<file path="src/rtl/csa_pkg.sv">
// Shared definitions for the carry-save resolver: FSM states, default slice
// width and the slice-count helper.
package csa_pkg;

    typedef enum logic [1:0] {IDLE, ADD, DONE} state_t;

    localparam int CHUNK_DEF = 4;

    function automatic int nchunk(input int width, input int chunk);
        return width / chunk;
    endfunction

endpackage

</file>
<file path="src/rtl/csa_resolver_chunk_adder.sv">
// Narrow carry-propagate slice: a CHUNK-bit ripple of single-bit full adders.
module full_adder (
    input  logic a,
    input  logic b,
    input  logic cin,
    output logic s,
    output logic cout
);
    assign s    = a ^ b ^ cin;
    assign cout = (a & b) | (cin & (a ^ b));
endmodule

module chunk_adder #(
    parameter int CHUNK = 4
) (
    input  logic [CHUNK-1:0] a,
    input  logic [CHUNK-1:0] b,
    input  logic             cin,
    output logic [CHUNK-1:0] s,
    output logic             cout
);
    logic [CHUNK:0] c;

    assign c[0] = cin;
    assign cout = c[CHUNK];

    for (genvar i = 0; i < CHUNK; i++) begin : g_fa
        full_adder u_fa (
            .a    (a[i]),
            .b    (b[i]),
            .cin  (c[i]),
            .s    (s[i]),
            .cout (c[i+1])
        );
    end
endmodule

</file>
<file path="src/rtl/csa_resolver.sv">
// Resolves a carry-save pair into binary, one CHUNK-bit slice per clock,
// with the inter-slice carry held in a register.
module csa_resolver
    import csa_pkg::*;
#(
    parameter int WIDTH = 16,
    parameter int CHUNK = CHUNK_DEF
) (
    input  logic             clk,
    input  logic             rst,
    input  logic             in_valid,
    output logic             in_ready,
    input  logic [WIDTH-1:0] sum_vec,
    input  logic [WIDTH-1:0] carry_vec,
    output logic             out_valid,
    input  logic             out_ready,
    output logic [WIDTH:0]   result
);
    localparam int NCHUNK = nchunk(WIDTH, CHUNK);
    localparam int IW     = (NCHUNK > 1) ? $clog2(NCHUNK) : 1;
    localparam logic [IW-1:0] LAST = IW'(NCHUNK - 1);

    if (CHUNK < 1 || (WIDTH % CHUNK) != 0) begin : g_bad_width
        $fatal(1, "csa_resolver: WIDTH must be a multiple of CHUNK");
    end

    state_t           state, state_nxt;
    logic [IW-1:0]    idx;
    logic             cin;
    logic [WIDTH-1:0] sum_q, carry_q;
    logic [CHUNK-1:0] a_slc, b_slc, s_slc;
    logic             cout;
    logic             last;
    int unsigned      base;

    assign last  = (idx == LAST);
    assign base  = 32'(idx) * CHUNK;
    assign a_slc = sum_q[base +: CHUNK];
    assign b_slc = carry_q[base +: CHUNK];

    chunk_adder #(.CHUNK(CHUNK)) u_add (
        .a    (a_slc),
        .b    (b_slc),
        .cin  (cin),
        .s    (s_slc),
        .cout (cout)
    );

    always_ff @(posedge clk) begin
        if (rst) state <= IDLE;
        else     state <= state_nxt;
    end

    always_comb begin
        state_nxt = state;
        in_ready  = 1'b0;
        out_valid = 1'b0;
        case (state)
            IDLE: begin
                in_ready = 1'b1;
                if (in_valid) state_nxt = ADD;
            end
            ADD: begin
                if (last) state_nxt = DONE;
            end
            DONE: begin
                out_valid = 1'b1;
                if (out_ready) state_nxt = IDLE;
            end
            default: state_nxt = IDLE;
        endcase
    end

    // result is filled slice by slice; the final carry lands in the MSB
    always_ff @(posedge clk) begin
        if (rst) begin
            sum_q   <= '0;
            carry_q <= '0;
            idx     <= '0;
            cin     <= 1'b0;
            result  <= '0;
        end else begin
            case (state)
                IDLE: begin
                    if (in_valid) begin
                        sum_q   <= sum_vec;
                        carry_q <= carry_vec;
                        idx     <= '0;
                        cin     <= 1'b0;
                    end
                end
                ADD: begin
                    result[base +: CHUNK] <= s_slc;
                    cin                   <= cout;
                    if (last) begin
                        result[WIDTH] <= cout;
                        idx           <= '0;
                    end else begin
                        idx <= idx + 1'b1;
                    end
                end
                default: ;
            endcase
        end
    end
endmodule
</file>
<file path="config.mk">
export PLATFORM = sky130hd
export DESIGN_NAME = csa_resolver
export DESIGN_NICKNAME = d
export VERILOG_FILES = /design/src/rtl/csa_pkg.sv /design/src/rtl/csa_resolver_chunk_adder.sv /design/src/rtl/csa_resolver.sv
export SDC_FILE = /design/constraint.sdc
export NUM_CORES = 1
export LEC_CHECK = 0
export BUFFER_PORTS_ARGS = -buffer_cell sky130_fd_sc_hd__buf_2
export CAP_MARGIN = 20
export CELL_PAD_IN_SITES_DETAIL_PLACEMENT = 1
export CELL_PAD_IN_SITES_GLOBAL_PLACEMENT = 1
export CORE_MARGIN = 4
export CORE_UTILIZATION = 40
export CTS_CLUSTER_SIZE = 12
export DETAILED_ROUTE_END_ITERATION = 7
export GPL_TIMING_DRIVEN = 0
export HOLD_SLACK_MARGIN = 0.02
export PLACE_DENSITY_LB_ADDON = 0.3
export RECOVER_POWER = 25
export SLEW_MARGIN = 15
export SYNTH_ARGS = -nofsm -noshare
export SYNTH_HDL_FRONTEND = slang
export SYNTH_HIERARCHICAL = 1
export SYNTH_SLANG_ARGS = --single-unit
</file>
<file path="constraint.sdc">
create_clock -name clk -period 3.92 [get_ports clk]
set_input_delay 0.196 -clock clk [delete_from_list [all_inputs] [get_ports clk]]
set_output_delay 0.196 -clock clk [all_outputs]
set_load 0.05 [all_outputs]
</file>
* Word level (Yosys, flattened, before mapping) *
Index checks and enable logic that the tools add are counted.

word-level totals
  register bits after elaboration = 54
  input port bits = 36
  output and inout bits = 19
  logic and storage cells = 56

operators by class
  add/subtract/negate cells = 2
  equality and inequality tests = 6
  shift operators = 4
  multiplexer cells = 13
  bitwise logic cells = 20
  reduce and logical (&&, ||, !) cells = 5

operators by type and width
  cell                     count
  $neg 4->34               1
  $shift 4x34->17 const A  1
  $shiftx 4x34->17         1
  $shiftx 16x5->4          2
  $bwmux 17                1
  $mux 2                   5
  $and 1x1->1              8
  $xor 1x1->1              8
  $ne 2x2->1 const B       3
  $pmux 2 s3               1
  $eq 2x2->1 const B       2
  $mux 1                   4
  $or 1x1->1               4
  $pmux 2 s2               1
  $reduce_and 2->1         2
  $reduce_and 3->1         1
  $add 2x1->2 const B      1
  $eq 2x1->1 const B       1
  $logic_not 2->1          1
  $pmux 1 s2               1
  $reduce_bool 2->1        1

* Logic depth before layout (Yosys ltp) *
Gate-level depths: netlist (run 1).

  word-level depth = 12
  gate-level depth with buffers = 8
  gate-level depth less buffers = 7

* Cells and area by module *
The synthesis (run 1) kept the hierarchy.

by module, submodules not included
  module        times used  cells an instance  area each (um^2)  seq. area each (um^2)
  csa_resolver  1           255                2,318.5           1,081.0
  full_adder    4           1                  20.0              0.0

* Worst setup path after synthesis (run 1) *
OpenSTA, ideal clock, no wires.

  kind = flip-flop to flip-flop
  from = reg idx[0]
  to = reg result[7]
  library setup time = 0.071 ns
  data arrival time = 3.177 ns
  required time = 3.849 ns
  path slack = 0.672 ns
  stages on the path, launching flop included = 9
  path buffers = 1
  period minus slack after synthesis = 3.248 ns
  path through = dfxtp_1 > buf_4 > mux4_1 > fa_1 > fa_1 > fa_1 > fa_1 > nand4_1 > a21oi_1

on the way
  word-level cells in the longest chain between the ends = 11
  elaborated cells on any way between the ends = 23
  classes of those cells = 1 x add/sub; 4 x shift; 1 x mux; 17 x bitwise

ends and longest elaborated chain
  item                           RTL line                        RTL
  start, declared                csa_resolver.sv:28              logic [IW-1:0] idx;
  start signal, assigned         csa_resolver.sv:99              idx <= idx + 1'b1;
  $shiftx 16x5->4 (*)            csa_resolver.sv:38              assign a_slc = sum_q[base +: CHUNK];
  named net a_slc[0]             csa_resolver.sv:31              logic [CHUNK-1:0] a_slc, b_slc, s_slc;
  $xor 1x1->1                    csa_resolver_chunk_adder.sv:10  assign cout = (a & b) | (cin & (a ^ b));
  $and 1x1->1                    csa_resolver_chunk_adder.sv:10
  $or 1x1->1 (*)                 csa_resolver_chunk_adder.sv:10
  named net u_add.c[1]           csa_resolver_chunk_adder.sv:22  logic [CHUNK:0] c;
  $and 1x1->1 (*)                csa_resolver_chunk_adder.sv:10
  $or 1x1->1 (*)                 csa_resolver_chunk_adder.sv:10
  named net u_add.c[2]           csa_resolver_chunk_adder.sv:22
  $and 1x1->1 (*)                csa_resolver_chunk_adder.sv:10
  $or 1x1->1 (*)                 csa_resolver_chunk_adder.sv:10
  named net u_add.c[3]           csa_resolver_chunk_adder.sv:22
  $xor 1x1->1 (*)                csa_resolver_chunk_adder.sv:9   assign s = a ^ b ^ cin;
  named net s_slc[3]             csa_resolver.sv:31
  $shiftx 4x34->17 (*)           csa_resolver.sv:93              result[base +: CHUNK] <= s_slc;
  $bwmux 17 (*)                  csa_resolver.sv:93
  end signal, assigned by index  csa_resolver.sv:93
  end signal, assigned by index  csa_resolver.sv:96              result[WIDTH] <= cout;
  end, declared                  csa_resolver.sv:17              output logic [WIDTH:0] result

The timed path passes the listed nets; every way through them passes the cells marked *.
A chain may end at the register's enable or synchronous reset.

* Final worst setup path (run 1) *
Ends and elaborated chain as after synthesis.

==> results of run 1 <==
-- through the flow --
stage | utilization [%] | std cells | hold slack (ns) | instance area [µm²] | worst slack [ns]
floorplan | - | 259 | 0.332 | 2400 | 0.672
global placement | 48.5 | 384 | 0.436 | 2750 | 0.355
detailed placement | 48.5 | 384 | 0.445 | 2750 | 0.284
CTS | 49.9 | 391 | 0.111 | 2830 | 0.261
global route | 49.5 | 391 | 0.117 | 2810 | 0.136
finish | 49.5 | 391 | 0.118 | 2810 | 0.234
-- cell usage after synthesis --
cell type,number,area [µm²]
a21oi_1,49,245
o31ai_1,1,7.51
and4b_1,1,10.0
nor3b_1,1,7.51
buf_4,1,7.51
nand2_1,80,300
and2b_4,1,10.0
or3b_1,1,8.76
and2b_1,2,15.0
ha_1,4,50.1
and3b_1,3,26.3
buf_1,1,3.75
mux4_2,2,45.0
nand3_1,10,50.1
a22o_1,4,35.0
fa_1,4,80.1
buf_2,1,5.00
nand4_1,4,25.0
a21oi_2,1,8.76
dfxtp_1,54,1080
nand2b_1,2,12.5
mux4_1,6,158
buf_6,8,90.1
nor2_1,2,7.51
or2b_1,1,7.51
nor3b_4,2,37.5
inv_1,2,7.51
or4_1,1,7.51
clkbuf_1,7,26.3
nand3b_1,3,22.5
-- final timing paths --
path	start	endpoint	slack, ns
max	idx[0]$_SDFFE_PP0P_	result[7]$_SDFFE_PP0P_	0.23
min	sum_vec[4]	sum_q[4]$_SDFFE_PP0P_	0.12
max reg2reg	idx[0]$_SDFFE_PP0P_	result[7]$_SDFFE_PP0P_	0.23
min reg2reg	result[14]$_SDFFE_PP0P_	result[14]$_SDFFE_PP0P_	0.46
-- registers in the layout (all words and copies together), names as in the netlist --
signal,count
cin,1
result,17
idx,2
state,2
sum_q,16
carry_q,16
-- kinds of logic (layout without fill, tap and decap cells) --
kind of cell	Yosys count	in the layout
AND/OR/NAND/NOR	114	114
AO/OA/AOI/OAI	55	55
flip-flops	54	54
buffers and inverters	20	80
adder cells (fa/ha/maj)	8	8
multiplexers	8	8
-- final cells by class --
type                       count  area [µm²]  area share [%]
timing repair buffer          53         244            8.69
inverter                       2        7.51           0.267
clock buffer                   7        76.3            2.72
sequential                    54        1080            38.5
multi-input combinational    185        1180            41.9
buffer                        18         131            4.68
tap                           72        90.1            3.21
-- metal layers --
layer | global-route usage (%) | routed length, µm
met1 | 21.5 | 2690
met2 | 32.3 | 3240
met3 | 3.50 | 242
met4 | 4.32 | 68
met5 | 0 | 0
-- power by group through the flow --
stage	Clock (µW)	Combinational, µW	Sequential (µW)
3_3_place_gp	0	177	600
4_1_cts	308	184	589
2_1_floorplan	0	118	604
6_report	299	181	588
5_1_grt	328	198	592
3_5_place_dp	0	183	601
-- worst max-delay path, cell delays in order, from the launching register on --
cell and delay (ns):
dfxtp_1 0.51, buf_4 0.28, mux4_1 0.62, fa_1 0.45, fa_1 0.40, fa_1 0.42, fa_1 0.62, nand4_1 0.13
a21oi_1 0.18
==> impl_metrics.json, run 1 <==
{
  "fillCellCount": 726,
  "initial_core_util_pct": 42.3,
  "r2r_cells": 8,
  "ys_warn_count": 6,
  "ir_worst_vdd_mv": 0.130,
  "mostFrequentLayoutCells": "nand2_1, dfxtp_1, a21oi_1",
  "drtAntennaViolNets": 0,
  "drive_above_1_share_pct": 17.6,
  "min_delay_path_depth": 3,
  "syn_nets": 303,
  "die_area_um2": 7300,
  "switching_power_uw": 298,
  "viasPerCell": 5.07,
  "path_class": "reg -> reg",
  "num_rows": 27,
  "wl_um": 6240,
  "cts_max_level": 2,
  "yosysUniqueCellTypes": 30,
  "syn_inst": 259,
  "synth_mux_area_share_pct": 8.45,
  "track_usage_pct": 17.8,
  "final_common_cell": "nand2_1",
  "cts_buffers": 5,
  "insertion_delay_ns": 0.31,
  "synth_top_family_by_area": "simple AND/OR/NAND/NOR gates",
  "synth_compound_gate_area_share_pct": 12.4,
  "drc": 0,
  "rsz0062_at_grt": "no",
  "crit_required_ns": 4.16,
  "vias": 1984,
  "first_global_vias": 2122,
  "routedWlPerCell_um": 16.0,
  "antenna_found_initial": 0,
  "die_w_um": 85.4,
  "leakage_uw": 0.00111,
  "setup-violations-final": 0,
  "ioPinCount": 55,
  "dp_hpwl_um": 4780,
  "max_freq_mhz": 271,
  "ys_seq_area_share_pct": 45.1,
  "area_delta_synth_final_pct": 17.1,
  "post-cts-setup-buffers": 0,
  "core-area_um2": 5680,
  "power.density_nw_per_um2": 381,
  "clk_pin_slew_ns": 0.09,
  "slew_viol_final": 0,
  "cts_max_path_buffers": 2,
  "p_sw_share_pct": 27.9,
  "seq_power_share_pct": 55.1,
  "worst_pin_slew_ns": 0.606,
  "fin_crit_sh_pct": 94.0,
  "status": "complete, no violations",
  "ys_seq_elements": 54,
  "cts_root_buf": "clkbuf_8",
  "antenna_cells": 0,
  "cts.repair.resized": 0,
  "finalPower_uw": 1070,
  "path_max_fanout": 10,
  "tns_ns": 0,
  "syn-cell-area_um2": 2400,
  "cts_tree": "done",
  "endpoint_kind": "flop",
  "grt_pass1_wl_um": 10300,
  "synthAdderAreaFrac_pct": 5.43,
  "drtPass1Iterations": 4,
  "fin_crit_ns": 3.69,
  "drtIter0Drc": 90,
  "maxSlewHeadroom_pct": 59.7,
  "pwr-share-clk_pct": 28.0,
  "postCtsHoldBufs": 0,
  "synth-simple-area-share_pct": 22.8,
  "hp-class": "in -> reg",
  "place.gp.congestion": 0.758,
  "skew_ns": 0.00720,
  "comb_power_share_pct": 17.0,
  "finalHoldViolCount": 0,
  "nets": 363,
  "grt_max_degree": 15,
  "dieHeight_um": 85.4,
  "io_buffers": 53,
  "synth.avg_cell_area_um2": 9.26,
  "cts.sinks": 54,
  "crit_path_start_kind": "flop",
  "overflow": 0,
  "yosys.area_share.xor_xnor_pct": 0,
  "cap_viol_max_count": 0,
  "internal_power_uw": 770,
  "arrival_ns": 3.92
}
(Power assumes the default switching activity.)
==> run 2: changes to the inputs <==
--- a/config.mk
+++ b/config.mk
@@ -16,7 +16,6 @@
 export GPL_TIMING_DRIVEN = 0
 export HOLD_SLACK_MARGIN = 0.02
 export PLACE_DENSITY_LB_ADDON = 0.3
-export RECOVER_POWER = 25
 export SLEW_MARGIN = 15
 export SYNTH_ARGS = -nofsm -noshare
 export SYNTH_HDL_FRONTEND = slang
==> run 2 against run 1 <==
  * Critical path depth is the same
  * Cell count is the same
  * Core utilization grew 0.40 points
  * Register-to-register slack is essentially flat
  * Routed wire length shrank 0.42%
  * Clock power is essentially flat
  * Count of clock-buffer cells in the layout is the same
  * Die area is the same
  * Worst setup slack gained 0.012 ns
  * Cell area grew 0.80%
  * Fmax grew 0.33%
  * Combinational power is essentially flat
  * Largest cell class unchanged
==> impl_metrics.json, run 2 (synthesized netlist as in run 1, its figures left out) <==
{
  "status": "complete, no violations",
  "ioPinCount": 55,
  "place.gp.congestion": 0.758,
  "skew_ns": 0.00716,
  "power.density_nw_per_um2": 377,
  "cap_viol_max_count": 0,
  "grt_pass1_wl_um": 10300,
  "post-cts-setup-buffers": 0,
  "r2r-end": "result[7]$_SDFFE_PP0P_",
  "track_usage_pct": 17.8,
  "drtIter0Drc": 82,
  "die_area_um2": 7300,
  "nets": 363,
  "clk_pin_slew_ns": 0.09,
  "worst_pin_slew_ns": 0.587,
  "crit_end": "result[7]$_SDFFE_PP0P_",
  "dieHeight_um": 85.4,
  "num_rows": 27,
  "wl_um": 6210,
  "antenna_found_initial": 0,
  "largest_register": "result",
  "hp-class": "in -> reg",
  "rrSetupSlack_ns": 0.25,
  "area_delta_synth_final_pct": 18.0,
  "path_class": "reg -> reg",
  "fin_crit_ns": 3.67,
  "drtAntennaViolNets": 0,
  "largestRegisters": "result: 17 flops, carry_q: 16 flops, sum_q: 16 flops",
  "first_global_vias": 2122,
  "viasPerCell": 5.08,
  "endpoint_kind": "flop",
  "io_buffers": 53,
  "maxSlewHeadroom_pct": 60.9,
  "r2r-start": "idx[0]$_SDFFE_PP0P_",
  "dp_hpwl_um": 4780,
  "antenna_cells": 0,
  "cts_max_level": 2,
  "drtPass1Iterations": 4,
  "rsz0062_at_grt": "no",
  "cts.repair.resized": 0,
  "cts_buffers": 5,
  "cts_max_path_buffers": 2,
  "grt_max_degree": 15,
  "cts_tree": "done",
  "fin_crit_sh_pct": 93.7,
  "largest_reg_flops": 17,
  "drc": 0,
  "die_w_um": 85.4,
  "slew_viol_final": 0,
  "insertion_delay_ns": 0.31,
  "crit_path_start_kind": "flop",
  "postCtsHoldBufs": 0,
  "setup-violations-final": 0,
  "routedWlPerCell_um": 15.9,
  "mostFrequentLayoutCells": "nand2_1, buf_2, dfxtp_1",
  "overflow": 0,
  "final_common_cell": "nand2_1",
  "max_freq_mhz": 272,
  "ir_worst_vdd_mv": 0.130,
  "finalHoldViolCount": 0,
  "drive_above_1_share_pct": 23.2,
  "fillCellCount": 717,
  "path_max_fanout": 10,
  "tns_ns": 0,
  "core-area_um2": 5680,
  "cts.sinks": 54,
  "initial_core_util_pct": 42.3,
  "leakage_uw": 0.00119,
  "vias": 1988,
  "startpoint": "idx[0]$_SDFFE_PP0P_",
  "r2r_cells": 8,
  "crit_required_ns": 4.16,
  "arrival_ns": 3.91,
  "cts_root_buf": "clkbuf_8",
  "fin_util_pct": 49.9
}
run 2: layout make-up:
type | instances | area (µm²) | area share [%]
multi-input cells | 185 | 1180 | 41.6
flip-flops and latches | 54 | 1080 | 38.2
well taps | 72 | 90.1 | 3.18
inverters | 2 | 7.51 | 0.265
repair buffers | 53 | 265 | 9.37
plain buffers | 18 | 133 | 4.69
clock buffers | 7 | 76.3 | 2.70
run 2: stage by stage:
| step | total power (µW) | worst slack, ns | cells | hold slack (ns) | area, µm² |
|---|---|---|---|---|---|
| global placement | 776 | 0.355 | 384 | 0.436 | 2750 |
| floorplan | 722 | 0.672 | 259 | 0.332 | 2400 |
| CTS | 1080 | 0.261 | 391 | 0.111 | 2830 |
| finish | 1070 | 0.247 | 391 | 0.117 | 2830 |
| global route | 1120 | 0.136 | 391 | 0.117 | 2830 |
| detailed placement | 784 | 0.284 | 384 | 0.445 | 2750 |
run 2: how the worst min path moves through the flow:
stage | startpoint | endpoint | slack (ns) | cells after the start
floorplan | carry_vec[0] | carry_q[0]$_SDFFE_PP0P_ | 0.33 | 2
global route | sum_vec[2] | sum_q[2]$_SDFFE_PP0P_ | 0.12 | 3
CTS | carry_vec[7] | carry_q[7]$_SDFFE_PP0P_ | 0.11 | 3
global placement | result[13]$_SDFFE_PP0P_ | result[13]$_SDFFE_PP0P_ | 0.44 | 2
detailed placement | sum_vec[4] | sum_q[4]$_SDFFE_PP0P_ | 0.45 | 3
finish | sum_vec[4] | sum_q[4]$_SDFFE_PP0P_ | 0.12 | 3
run 2: per-layer routing:
layer	up-vias	track usage, %	wire, µm
li1	1002	-	-
met1	942	21.5	2670
met2	38	32.3	3260
met3	6	3.50	218
met4	0	4.32	68
met5	-	0	0
run 2: where the power goes:
group	switching (µW)	internal (µW)	leakage, µW
registers	15.0	573	0.000441
logic	107	74.3	0.000707
clock network	175	124	0.0000383
total	297	771	0.00119
run 2: worst max-delay path, stage by stage (launching register included):
cell	delay, ns
dfxtp_1	0.51
buf_4	0.28
mux4_1	0.62
fa_1	0.45
fa_1	0.40
fa_1	0.42
fa_1	0.62
nand4_1	0.13
a21oi_1	0.18
==> run 3: changes to the inputs <==
--- a/config.mk
+++ b/config.mk
@@ -9,7 +9,7 @@
 export CAP_MARGIN = 20
 export CELL_PAD_IN_SITES_DETAIL_PLACEMENT = 1
 export CELL_PAD_IN_SITES_GLOBAL_PLACEMENT = 1
-export CORE_MARGIN = 4
+export CORE_MARGIN = 1
 export CORE_UTILIZATION = 40
 export CTS_CLUSTER_SIZE = 12
 export DETAILED_ROUTE_END_ITERATION = 7
==> run 3 against run 2 <==
  * Die area is 14% lower
  * Total power is 0.78% higher
  * Sequential power hardly changed
  * Count of clock-buffer cells in the layout is 1 lower
  * Non-clock buffer count stayed put
  * Register-to-register slack better by 0.03 ns
  * Fmax is 0.70% higher
==> impl_metrics.json, run 3 (synthesized netlist as in run 1, its figures left out) <==
{
  "routedWlPerCell_um": 15.0,
  "viasPerCell": 5.13,
  "cts_root_buf": "clkbuf_8",
  "first_global_vias": 2059,
  "final_area_um2": 2830,
  "overflow": 0,
  "crit_path_start_kind": "flop",
  "seq_power_share_pct": 54.6,
  "crit_required_ns": 4.17,
  "track_usage_pct": 20.3,
  "p_sw_share_pct": 28.4,
  "grt_pass1_wl_um": 9710,
  "nets": 363,
  "insertion_delay_ns": 0.32,
  "drc": 0,
  "hp-class": "in -> reg",
  "area_delta_synth_final_pct": 18.2,
  "final_common_cell": "nand2_1",
  "worst_path_max_delay_cell": "mux4_1",
  "slew_viol_final": 0,
  "dp_hpwl_um": 4520,
  "post-cts-setup-buffers": 0,
  "core-area_um2": 5640,
  "postCtsHoldBufs": 0,
  "power.density_nw_per_um2": 380,
  "skew_ns": 0.00579,
  "vias": 2005,
  "tns_ns": 0,
  "cts.repair.resized": 0,
  "internal_power_uw": 771,
  "crit_path_cell_trace": "buf_4, mux4_1, fa_1, fa_1, fa_1, fa_1, nand3_1, a21oi_1",
  "cts_tree": "done",
  "cts_max_level": 2,
  "cts.sinks": 54,
  "finalHoldViolCount": 0,
  "path_max_fanout": 10,
  "drtAntennaViolNets": 0,
  "setup-violations-final": 0,
  "fin_crit_ns": 3.65,
  "die_area_um2": 6310,
  "dieHeight_um": 79.4,
  "die_w_um": 79.4,
  "r2r_cells": 8,
  "ir_worst_vdd_mv": 0.237,
  "maxSlewHeadroom_pct": 59.7,
  "cap_viol_max_count": 0,
  "comb_power_share_pct": 16.7,
  "worst_pin_slew_ns": 0.604,
  "leakage_uw": 0.00119,
  "layout_setup_ws_ns": 0.272,
  "dpl.cell_count": 384,
  "mostFrequentLayoutCells": "nand2_1, buf_2, dfxtp_1",
  "max_freq_mhz": 274,
  "wl_um": 5850,
  "cts_buffers": 5,
  "switching_power_uw": 306,
  "cpMostUsedCell": "fa_1",
  "antenna_found_initial": 0,
  "rsz0062_at_grt": "no",
  "ioPinCount": 55,
  "pwr-share-clk_pct": 28.7,
  "dpl_worst_slack_ns": 0.278,
  "grt_max_degree": 16,
  "arrival_ns": 3.90,
  "status": "complete, no violations",
  "antenna_cells": 0,
  "drtIter0Drc": 48,
  "slowest_delay_ns": 0.64,
  "instances_no_fill": 391,
  "largest_reg_flops": 17,
  "fin_crit_sh_pct": 93.1,
  "clk_pin_slew_ns": 0.10,
  "min_delay_path_depth": 3,
  "num_rows": 27,
  "largest_register": "result",
  "endpoint_kind": "flop",
  "drtPass1Iterations": 4,
  "largestRegisters": "result: 17 flops, carry_q: 16 flops, sum_q: 16 flops",
  "io_buffers": 53,
  "drive_above_1_share_pct": 23.5,
  "placed_cell_area_um2": 2750,
  "place.gp.congestion": 0.790,
  "initial_core_util_pct": 42.5,
  "cts_max_path_buffers": 2,
  "path_class": "reg -> reg"
}
run 3: changes by cell type in the layout (fill, tap and decap cells not counted), sizes merged:
cell / delta
clkinvlp: +1
clkbuf: -1
run 3: layout make-up:
type | instances | area [µm²]
buffer | 18 | 133
clock inverter | 1 | 7.51
fill | 687 | 2810
sequential | 54 | 1080
clock buffer | 6 | 72.6
timing repair buffer | 53 | 265
tap | 72 | 90.1
multi-input combinational | 185 | 1180
inverter | 2 | 7.51
run 3: critical path, delay by kind of cell (launching register included):
family	cells	cell delay, ns
flip-flops	1	0.52
multiplexers	1	0.64
AO/OA/AOI/OAI	1	0.16
buffers and inverters	1	0.28
adder cells (fa/ha/maj)	4	1.87
AND/OR/NAND/NOR	1	0.11
run 3: worst paths after layout:
| check | slack, ns | to | start |
|---|---|---|---|
| min | 0.10 | sum_q[4]$_SDFFE_PP0P_ | sum_vec[4] |
| max | 0.27 | result[15]$_SDFFE_PP0P_ | idx[0]$_SDFFE_PP0P_ |
| min reg2reg | 0.46 | result[0]$_SDFFE_PP0P_ | result[0]$_SDFFE_PP0P_ |
| max reg2reg | 0.27 | result[15]$_SDFFE_PP0P_ | idx[0]$_SDFFE_PP0P_ |
run 3: metrics by stage:
step                      util (%)  power (µW)  hold WS, ns
final                         50.2        1080        0.105
after detailed placement      48.8         782        0.445
after floorplan                  -         722        0.332
after global routing          50.2        1120        0.105
after global placement        48.8         775        0.437
after CTS                     50.2        1090       0.0978
run 3: power groups by stage:
stage	Clock [µW]	Sequential, µW	Combinational [µW]
floorplan	0	604	118
global placement	0	600	176
detailed placement	0	601	181
CTS	316	588	182
global route	332	591	198
finish	309	588	179
run 3: metal layers:
| layer | part of all wire [%] | up-vias | GRT usage [%] |
|---|---|---|---|
| li1 | - | 1004 | - |
| met1 | 44 | 957 | 23.1 |
| met2 | 51 | 39 | 37.3 |
| met3 | 3.9 | 5 | 4.57 |
| met4 | 1.1 | 0 | 6.36 |
| met5 | 0 | - | 0 |
